$ cat config.mk
export PLATFORM = sky130hd
export DESIGN_NAME = refractory_threshold_unit
export DESIGN_NICKNAME = d
export VERILOG_FILES = /design/src/rtl/threshold_pkg.sv /design/src/rtl/refractory_counter_bank.sv /design/src/rtl/refractory_threshold_unit.sv
export SDC_FILE = /design/constraint.sdc
export NUM_CORES = 2
export LEC_CHECK = 0
export CAP_MARGIN = 5
export CORE_ASPECT_RATIO = 0.9
export CORE_MARGIN = 4
export CORE_UTILIZATION = 40
export CTS_BUF_LIST = sky130_fd_sc_hd__clkbuf_8
export DETAILED_ROUTE_END_ITERATION = 8
export PLACE_DENSITY = 0.68
export SLEW_MARGIN = 20
export SYNTH_ARGS = -nofsm -noshare
export SYNTH_HDL_FRONTEND = slang
export SYNTH_HIERARCHICAL = 1
export SYNTH_SLANG_ARGS = --single-unit
$ cat constraint.sdc
create_clock -name Clock -period 6 [get_ports Clock]
set_input_delay 0.6 -clock Clock [delete_from_list [all_inputs] [get_ports Clock]]
set_output_delay 0.6 -clock Clock [all_outputs]
set_load 0.005 [all_outputs]
$ cat src/rtl/threshold_pkg.sv
// Shared widths, reset-mode encodings and arithmetic helpers for the
// spike threshold stage.
package threshold_pkg;

  localparam int INTEGER_WIDTH_DEF     = 32;
  localparam int DATA_WIDTH_FRAC_DEF   = 32;
  localparam int DATA_WIDTH_DEF        = INTEGER_WIDTH_DEF + DATA_WIDTH_FRAC_DEF;
  localparam int NUM_NEURONS_DEF       = 256;
  localparam int NEURON_ID_WIDTH_DEF   = 8;
  localparam int REFRACT_WIDTH_DEF     = 8;
  localparam int SPIKE_COUNT_WIDTH_DEF = 32;

  // Helpers work at a fixed wide width so any DATA_WIDTH up to CALC_W
  // can use them; callers sign/zero-extend in and slice the result out.
  localparam int CALC_W = 128;

  localparam logic RESET_MODE_VALUE    = 1'b0;
  localparam logic RESET_MODE_SUBTRACT = 1'b1;

  // Integer reset potential placed above the fractional bits.
  function automatic logic [CALC_W-1:0] extend_vreset(
    input logic [CALC_W-1:0] vreset_int,
    input int                frac_bits
  );
    return vreset_int << frac_bits;
  endfunction

  // a - b for signed values of width w (sign-extended to CALC_W), clamped
  // to the signed range of w bits.
  function automatic logic [CALC_W-1:0] sat_sub(
    input logic [CALC_W-1:0] a,
    input logic [CALC_W-1:0] b,
    input int                w
  );
    logic        [CALC_W:0] one_v;
    logic signed [CALC_W:0] diff;
    logic signed [CALC_W:0] max_v;
    logic signed [CALC_W:0] min_v;
    one_v = {{CALC_W{1'b0}}, 1'b1};
    diff  = $signed({a[CALC_W-1], a}) - $signed({b[CALC_W-1], b});
    max_v = $signed((one_v << (w - 1)) - one_v);
    min_v = ~max_v;
    if (diff > max_v) begin
      return max_v[CALC_W-1:0];
    end else if (diff < min_v) begin
      return min_v[CALC_W-1:0];
    end else begin
      return diff[CALC_W-1:0];
    end
  endfunction

endpackage

$ cat src/rtl/refractory_counter_bank.sv
// Per-neuron refractory counters: combinational read, synchronous write,
// out-of-range indices read as zero and are never written.
// Assumes ID_WIDTH >= $clog2(NUM_NEURONS) and NUM_NEURONS >= 2.
module refractory_counter_bank #(
  parameter int NUM_NEURONS   = 256,
  parameter int ID_WIDTH      = 8,
  parameter int REFRACT_WIDTH = 8
) (
  input  logic                     clk_i,
  input  logic                     rst_i,
  input  logic [ID_WIDTH-1:0]      rd_idx_i,
  output logic [REFRACT_WIDTH-1:0] rd_data_o,
  input  logic                     wr_en_i,
  input  logic [ID_WIDTH-1:0]      wr_idx_i,
  input  logic [REFRACT_WIDTH-1:0] wr_data_i
);

  localparam int IDX_W = $clog2(NUM_NEURONS);

  logic [REFRACT_WIDTH-1:0] cnt_q [NUM_NEURONS];
  logic [IDX_W-1:0]         rd_sel;
  logic [IDX_W-1:0]         wr_sel;
  logic                     rd_in_range;
  logic                     wr_in_range;

  assign rd_sel      = rd_idx_i[IDX_W-1:0];
  assign wr_sel      = wr_idx_i[IDX_W-1:0];
  assign rd_in_range = (32'(rd_idx_i) < NUM_NEURONS);
  assign wr_in_range = (32'(wr_idx_i) < NUM_NEURONS);

  // Read port: absent neurons behave as never refractory.
  always_comb begin
    rd_data_o = '0;
    if (rd_in_range) begin
      rd_data_o = cnt_q[rd_sel];
    end
  end

  // Write port with synchronous clear of the whole bank.
  always_ff @(posedge clk_i) begin
    if (rst_i) begin
      for (int i = 0; i < NUM_NEURONS; i++) begin
        cnt_q[i] <= '0;
      end
    end else if (wr_en_i && wr_in_range) begin
      cnt_q[wr_sel] <= wr_data_i;
    end
  end

endmodule

$ cat src/rtl/refractory_threshold_unit.sv
// Spike threshold stage: compares the updated membrane potential with the
// threshold, applies reset-to-value or subtract-threshold on a spike,
// tracks per-neuron refractory periods and a saturating spike total.
//
// Handshake: a sample moves on a rising edge when valid && ready are both
// high on that side; InReady = !OutValid || OutReady, and the output slot
// holds its contents unchanged while OutValid && !OutReady.
module refractory_threshold_unit
  import threshold_pkg::*;
#(
  parameter int INTEGER_WIDTH     = INTEGER_WIDTH_DEF,
  parameter int DATA_WIDTH_FRAC   = DATA_WIDTH_FRAC_DEF,
  parameter int DATA_WIDTH        = INTEGER_WIDTH + DATA_WIDTH_FRAC,
  parameter int NUM_NEURONS       = NUM_NEURONS_DEF,
  parameter int NEURON_ID_WIDTH   = NEURON_ID_WIDTH_DEF,
  parameter int REFRACT_WIDTH     = REFRACT_WIDTH_DEF,
  parameter int SPIKE_COUNT_WIDTH = SPIKE_COUNT_WIDTH_DEF
) (
  input  logic                         Clock,
  input  logic                         Reset,
  input  logic                         InValid,
  output logic                         InReady,
  input  logic [NEURON_ID_WIDTH-1:0]   NeuronID,
  input  logic [DATA_WIDTH-1:0]        Vth,
  input  logic [DATA_WIDTH-1:0]        Vmem,
  input  logic [INTEGER_WIDTH-1:0]     Vreset,
  input  logic                         ResetMode,
  input  logic [REFRACT_WIDTH-1:0]     RefractPeriod,
  output logic                         OutValid,
  input  logic                         OutReady,
  output logic [NEURON_ID_WIDTH-1:0]   OutNeuronID,
  output logic [DATA_WIDTH-1:0]        VmemOut,
  output logic                         SpikeOut,
  output logic                         RefractOut,
  output logic [SPIKE_COUNT_WIDTH-1:0] SpikeCount
);

  logic                         out_valid_q, out_valid_d;
  logic [NEURON_ID_WIDTH-1:0]   out_id_q, out_id_d;
  logic [DATA_WIDTH-1:0]        vmem_q, vmem_d;
  logic                         spike_q, spike_d;
  logic                         refr_q, refr_d;
  logic [SPIKE_COUNT_WIDTH-1:0] spike_cnt_q, spike_cnt_d;

  logic                         accept;
  logic [REFRACT_WIDTH-1:0]     cnt;
  logic                         cnt_wr_en;
  logic [REFRACT_WIDTH-1:0]     cnt_wr_data;
  logic                         fire;
  logic [CALC_W-1:0]            vreset_wide;
  logic [CALC_W-1:0]            sub_wide;
  logic [DATA_WIDTH-1:0]        vreset_ext;
  logic [DATA_WIDTH-1:0]        vmem_sub;

  assign InReady = !out_valid_q || OutReady;
  assign accept  = InValid && InReady;

  refractory_counter_bank #(
    .NUM_NEURONS   (NUM_NEURONS),
    .ID_WIDTH      (NEURON_ID_WIDTH),
    .REFRACT_WIDTH (REFRACT_WIDTH)
  ) u_bank (
    .clk_i     (Clock),
    .rst_i     (Reset),
    .rd_idx_i  (NeuronID),
    .rd_data_o (cnt),
    .wr_en_i   (cnt_wr_en),
    .wr_idx_i  (NeuronID),
    .wr_data_i (cnt_wr_data)
  );

  // Fixed-point helpers: reset potential extension and saturating subtract.
  always_comb begin
    vreset_wide = extend_vreset({{(CALC_W-INTEGER_WIDTH){1'b0}}, Vreset},
                                DATA_WIDTH_FRAC);
    sub_wide    = sat_sub({{(CALC_W-DATA_WIDTH){Vmem[DATA_WIDTH-1]}}, Vmem},
                          {{(CALC_W-DATA_WIDTH){Vth[DATA_WIDTH-1]}}, Vth},
                          DATA_WIDTH);
    vreset_ext  = vreset_wide[DATA_WIDTH-1:0];
    vmem_sub    = sub_wide[DATA_WIDTH-1:0];
    fire        = ($signed(Vmem) >= $signed(Vth));
  end

  // Next-state for the output slot, refractory write and spike total.
  always_comb begin
    out_valid_d = out_valid_q;
    out_id_d    = out_id_q;
    vmem_d      = vmem_q;
    spike_d     = spike_q;
    refr_d      = refr_q;
    spike_cnt_d = spike_cnt_q;
    cnt_wr_en   = 1'b0;
    cnt_wr_data = cnt;

    if (accept) begin
      out_valid_d = 1'b1;
      out_id_d    = NeuronID;
      if (cnt != '0) begin
        vmem_d      = vreset_ext;
        spike_d     = 1'b0;
        refr_d      = 1'b1;
        cnt_wr_en   = 1'b1;
        cnt_wr_data = cnt - REFRACT_WIDTH'(1);
      end else if (fire) begin
        vmem_d      = (ResetMode == RESET_MODE_SUBTRACT) ? vmem_sub : vreset_ext;
        spike_d     = 1'b1;
        refr_d      = 1'b0;
        cnt_wr_en   = 1'b1;
        cnt_wr_data = RefractPeriod;
        if (spike_cnt_q != '1) begin
          spike_cnt_d = spike_cnt_q + SPIKE_COUNT_WIDTH'(1);
        end
      end else begin
        vmem_d  = Vmem;
        spike_d = 1'b0;
        refr_d  = 1'b0;
      end
    end else if (OutReady) begin
      out_valid_d = 1'b0;
    end
  end

  // Output slot and spike total registers; reset wins over accept.
  always_ff @(posedge Clock) begin
    if (Reset) begin
      out_valid_q <= 1'b0;
      out_id_q    <= '0;
      vmem_q      <= '0;
      spike_q     <= 1'b0;
      refr_q      <= 1'b0;
      spike_cnt_q <= '0;
    end else begin
      out_valid_q <= out_valid_d;
      out_id_q    <= out_id_d;
      vmem_q      <= vmem_d;
      spike_q     <= spike_d;
      refr_q      <= refr_d;
      spike_cnt_q <= spike_cnt_d;
    end
  end

  assign OutValid    = out_valid_q;
  assign OutNeuronID = out_id_q;
  assign VmemOut     = vmem_q;
  assign SpikeOut    = spike_q;
  assign RefractOut  = refr_q;
  assign SpikeCount  = spike_cnt_q;

endmodule
; Word-level counts from Yosys, hierarchy flattened
; Memory sizes are Yosys's and may differ from the RTL's.
; Index checks and enable logic that the tools add are counted.
[classes]
n_eq_ne = 1
reduce_logical = 7
mux = 23
addsub = 3
order_cmp = 3
bitwise = 1
[ops]
columns = cell, count
row1 = two-way mux 64 bit, 5
row2 = "> comparator 65 x 64 -> 1 bit, second input constant", 1
row3 = "less-than comparator 65 x 64 -> 1 bit, second input constant", 1
row4 = subtractor 64 x 64 -> 65 bit, 1
row5 = greater-or-equal comparator 64 bit, 1
row6 = two-way mux 8 bit, 5
row7 = "adder 32 x 1 -> 32 bit, second input constant", 1
row8 = "!= test 32 bit, second input constant", 1
row9 = two-way mux 1 bit, 13
row10 = nonzero test 8 bit, 1
row11 = OR reduction 8 bit, 1
row12 = "subtractor 8 x 1 -> 8 bit, second input constant", 1
row13 = AND reduction 4 bit, 1
row14 = nonzero test 2 bit, 1
row15 = logical AND 1 bit, 1
row16 = logical NOT 1 bit, 1
row17 = logical OR 1 bit, 1
row18 = NOT 1 bit, 1
[totals]
memories = 1
ramBits = 2048
elab_cells = 45
output_inout_bits = 108
ff_bits = 107
[memory_table]
columns = memory, words, word_bits, read_ports, rd_clocked_by_memory_dff, write_ports, line
row1 = u_bank.cnt_q, 256, 8, 1, 0, 256, refractory_counter_bank.sv:20  ; logic [REFRACT_WIDTH-1:0] cnt_q [NUM_NEURONS];

; Longest topological paths before layout
[logic_depth]
ltp_word = 9
mapped_depth = 24
ltp_nobuf = 17

; Cells and area by module
; The synthesis kept the hierarchy.
[by_module_without_submodules]
columns = mod, cells_per_inst, area_per_inst_um2, instances
row1 = refractory_counter_bank, 6435, 95293.9, 1
row2 = refractory_threshold_unit, 1456, 9990.8, 1

; Least setup slack after synthesis
; No wires, ideal clock.
[synth_timing]
path_kind = input to register
start = input NeuronID[0]
end = memory u_bank.cnt_q[147][0] (enable)
path_stages = 20
t_arrival_ns = 5.264
path_slack_ns = 0.466
cell_sequence = buf_6 -> buf_12 -> buf_6 -> buf_6 -> mux4_2 -> a22oi_1 -> a21oi_1 -> o41ai_2 -> nor3_1 -> nor4_1 -> nand3_1 -> nor3_1 -> clkbuf_1 -> nor2_1 -> nor2b_1 -> clkbuf_1 -> nand3_1 -> clkbuf_1 -> nor2_1 -> or2_2
[synth_rtl]
columns = item, line
row1 = from (decl), refractory_threshold_unit.sv:23  ; input logic [NEURON_ID_WIDTH-1:0] NeuronID,
row2 = to (decl), refractory_counter_bank.sv:20

==> flow_summary.rst <==
.. list-table::
   :header-rows: 1

   * - Metric
     - Value
   * - Finished Cell Area
     - 123000 sq um
   * - Overflow left after global routing
     - 0
   * - F_max
     - 164 MHz
   * - Number of buffers inserted by port buffering
     - 288
   * - Total standard cell area after synthesis
     - 105000 sq um
   * - Required time of the critical path
     - 6.70 ns
   * - Post-Syn Instances
     - 7891
   * - Path category of the worst min-delay check
     - primary input to flip-flop
   * - Max rail drop VDD
     - 0.000193 V
   * - Detailed-route DRC error count
     - 0
   * - Sequential cell area
     - 63600 sq um
   * - Die Area
     - 271000 sq um
   * - Post-place instance area
     - 116000 sq um
   * - Ports placed on the boundary
     - 289
   * - # nets final
     - 8863
   * - Horiz. Die Dim
     - 549 um
   * - Slew headroom
     - 14.9%
   * - Post-synthesis register bit count
     - 2155
   * - Area fraction of the dominant cell type after synthesis
     - 58.4%
   * - Routed length per instance
     - 26.5 um
   * - Starting density of the core
     - 40.2%
   * - Tot Pwr
     - 0.0350 W
   * - Dominant delay contributor by cell family on the critical path
     - simple AND/OR/NAND/NOR gates
   * - Number of detailed-routing iterations run before antenna repair
     - 8
   * - Outcome
     - finished with violations
   * - Fraction of final layout cells sized beyond drive strength 1
     - 20.5%
   * - Worst Setup Slack post-DPL
     - -0.559 ns
   * - Commonest cells in the netlist
     - sky130_fd_sc_hd__edfxtp_1 (2048), sky130_fd_sc_hd__and2_1 (1999), sky130_fd_sc_hd__nor2_1 (479)
   * - Cells after DPL
     - 11754
   * - Reported leakage power
     - 46.3 nW
   * - Measured slew at the worst slew-check pin
     - 1.28 ns
   * - Biggest fanout along the worst timing path
     - 27
   * - DRT antenna net count
     - 0
   * - Total vias in the final route
     - 70989
   * - Minimum clock period after layout
     - 6.12 ns
   * - Footprint of the multi-input gates
     - 38500 sq um
   * - Post-route clock period utilization
     - 102%
   * - DRC marker count from the first detailed-route iteration
     - 8457
   * - Height of the die
     - 495 um
   * - Clock insertion delay at the later pin of the skew report
     - 1.11 ns
   * - Detailed-route vias per instance
     - 5.72
   * - Number of global-route vias before repair
     - 69828
   * - Total routing usage reported by global routing
     - 23.5%
   * - Fillers
     - 22629
   * - Area growth from synthesis to layout
     - 17.0%
   * - Cell Chain, Critical Path
     - dlygate4sd3_1 > buf_2 > buf_12 > buf_4 > and2_1 > buf_12 > a22oi_1 > a21oi_1 > o21ai_0 > o211ai_1 > o41ai_2 > nor3_1 > nor4_1 > buf_4 > nand3_1 > nor3_2 > nor2_1 > nor2b_1 > buf_12 > nand4_1 > buf_4 > nor2_2 > or2_2
   * - Core region area
     - 262000 sq um
   * - Setup TNS after final layout
     - -1.59 ns
   * - Power Dens Cells
     - 284 nW/um^2
   * - Filler-free cell count of the finished design
     - 12408
   * - Count leader, synth
     - sky130_fd_sc_hd__edfxtp_1
   * - Mean cell area of the mapped netlist
     - 13.3 sq um
   * - Worst clock skew
     - 0.113 ns
   * - Clock buffers created by TritonCTS
     - 365
   * - Clock tree from TritonCTS
     - yes
   * - Half-perimeter wire length after placement
     - 229 mm
   * - Setup repair after global routing missed its margin
     - no
   * - Maximum capacitance violations
     - 0
   * - Most used DFF post-synth
     - sky130_fd_sc_hd__edfxtp_1
   * - Number of antenna violations at the first check in global routing
     - 14
   * - Failing checks
     - setup timing
   * - Count of clock tree sinks
     - 2155
   * - Post-synthesis cell type count
     - 97
   * - Kind of critical path
     - primary input to flip-flop
   * - Cell type contributing the most total cell area after synthesis
     - sky130_fd_sc_hd__edfxtp_1
   * - Final Hold Fails
     - 0
   * - Max-slew violation total from the final report
     - 0
   * - Post-Route WL
     - 328 mm
   * - Worst stage delay on the critical path
     - 0.54 ns
   * - Number of buffers and inverters on the critical path
     - 8
   * - Synthesized Nets
     - 8140
   * - Clock input transition at the sequential cells of the worst setup and hold paths
     - 0.06 ns
   * - Total of endpoints with negative setup slack in the final report
     - 21
   * - Min setup slack post-route
     - -0.116 ns
   * - Maximum clock insertion buffer count
     - 4
   * - Kind of end point of the critical path
     - flip-flop
   * - Arrival time of data at the critical path endpoint
     - 6.81 ns
   * - Wire length of the first global-routing pass
     - 475 mm
   * - Proportion of synthesized chip area in sequential cells
     - 60.4%
   * - Std-Cell Rows
     - 178
   * - Clock tree root driver cell
     - sky130_fd_sc_hd__clkbuf_8
   * - Slowest stage cell on the critical path
     - sky130_fd_sc_hd__dlygate4sd3_1
   * - RePlAce Congestion
     - 0.965
   * - Count of flip-flops with a built-in enable after synthesis
     - 2048
   * - CP Launch Type
     - primary input
   * - Share of flip-flops with an asynchronous set or reset after synthesis
     - 0%
   * - Main area contributors after synthesis
     - sky130_fd_sc_hd__edfxtp_1 (58%), sky130_fd_sc_hd__and2_1 (12%), sky130_fd_sc_hd__mux4_2 (8.3%), sky130_fd_sc_hd__mux2i_1 (2.1%), sky130_fd_sc_hd__dfxtp_1 (2.0%)
   * - Pin count of the biggest net entering global routing
     - 139
   * - Depth of the CTS H-tree
     - 5
   * - Warnings, synthesis
     - 6
==> registers in the layout (all words and copies together), names as in the netlist <==
signal and flops:
OutValid 1, OutNeuronID 8, RefractOut 1, VmemOut 64, SpikeCount 32, SpikeOut 1
u_bank/cnt_q 2048
==> layout by cell type (no fill, tap or decap), drive strengths merged, types with 28 or more instances in the layout <==
cell and n:
or3 30, o21ai 141, nor2 480, mux4 406
nand3 81, a22oi 139, and3 78, a211oi 56
nand4 45, xnor2 35, nand2 198, inv 213
nor4 32, or2 257, o221ai 68, buf 666
a21o 37, nor3 47, o21bai 31, o22ai 28
ha 67, clkinv 137, clkdlybuf4s50 280, and2 2000
edfxtp 2048, a31oi 35, mux2i 218, a21oi 260
dfxtp 107, a221oi 36, clkbuf 372
==> metal layers <==
metal	vias to the layer above	routed length, um	GRT usage, %
met2	4229	147000	36.3
met5	-	39	0
met3	749	37100	5.96
li1	30564	-	-
met1	35441	129000	31.7
met4	6	15100	9.76
==> area by class of cell <==
cell class / count / area share, %
clock inverter: 267 / 1.28
timing repair buffer: 949 / 7.68
antenna: 12 / 0.0244
multi-input combinational: 5031 / 31.3
inverter: 112 / 0.341
tap: 3510 / 3.56
sequential: 2155 / 51.7
clock buffer: 372 / 4.16
==> worst min-delay path: cells and delay by family <==
family | cells | cell delay (ns)
AND/OR/NAND/NOR | 1 | 0.08
buffers and inverters | 2 | 0.42
AO/OA/AOI/OAI | 1 | 0.05
==> final timing paths <==
check | from | endpoint | slack (ns) | cells after the start
worst max register to register | u_bank/cnt_q[80][6] | u_bank/cnt_q[28][1] | 0.62 | 18
worst min register to register | OutNeuronID[4] | OutNeuronID[4] | 0.46 | 2
worst min-delay path | NeuronID[4] | OutNeuronID[4] | 0.14 | 4
worst max-delay path | NeuronID[2] | u_bank/cnt_q[28][1] | -0.12 | 23
==> logic make-up after synthesis <==
family / synth area share [%]
and+or+nand+nor: 17.9
DFF: 60.4
AOI/OAI and AO/OA: 6.26
buffers and inverters: 3.16
muxes: 10.9
adders and majority gates: 0.834
xor gates and xnor gates: 0.491
==> power breakdown <==
part           internal [W]  switching [W]  leakage [nW]
Sequential           0.0169       0.000190          22.0
Clock               0.00652        0.00598          3.78
Combinational       0.00187        0.00350          20.5
==> stage by stage <==
step | hold WS, ns | util (%)
3_5_place_dp | 0.449 | 44.5
4_1_cts | 0.0226 | 47.1
6_report | 0.143 | 47.1
3_3_place_gp | 0.444 | 44.5
2_1_floorplan | 0.453 | -
5_1_grt | 0.0589 | 47.1
==> repair_timing <==
item,4_1_cts,5_1_grt
setup buffers,0,0
resized for setup,0,4
endpoints found under the hold margin,5,0
hold buffers,3,0
setup endpoints to repair,0,1728
Note: power is estimated with default switching activity, not from simulation.
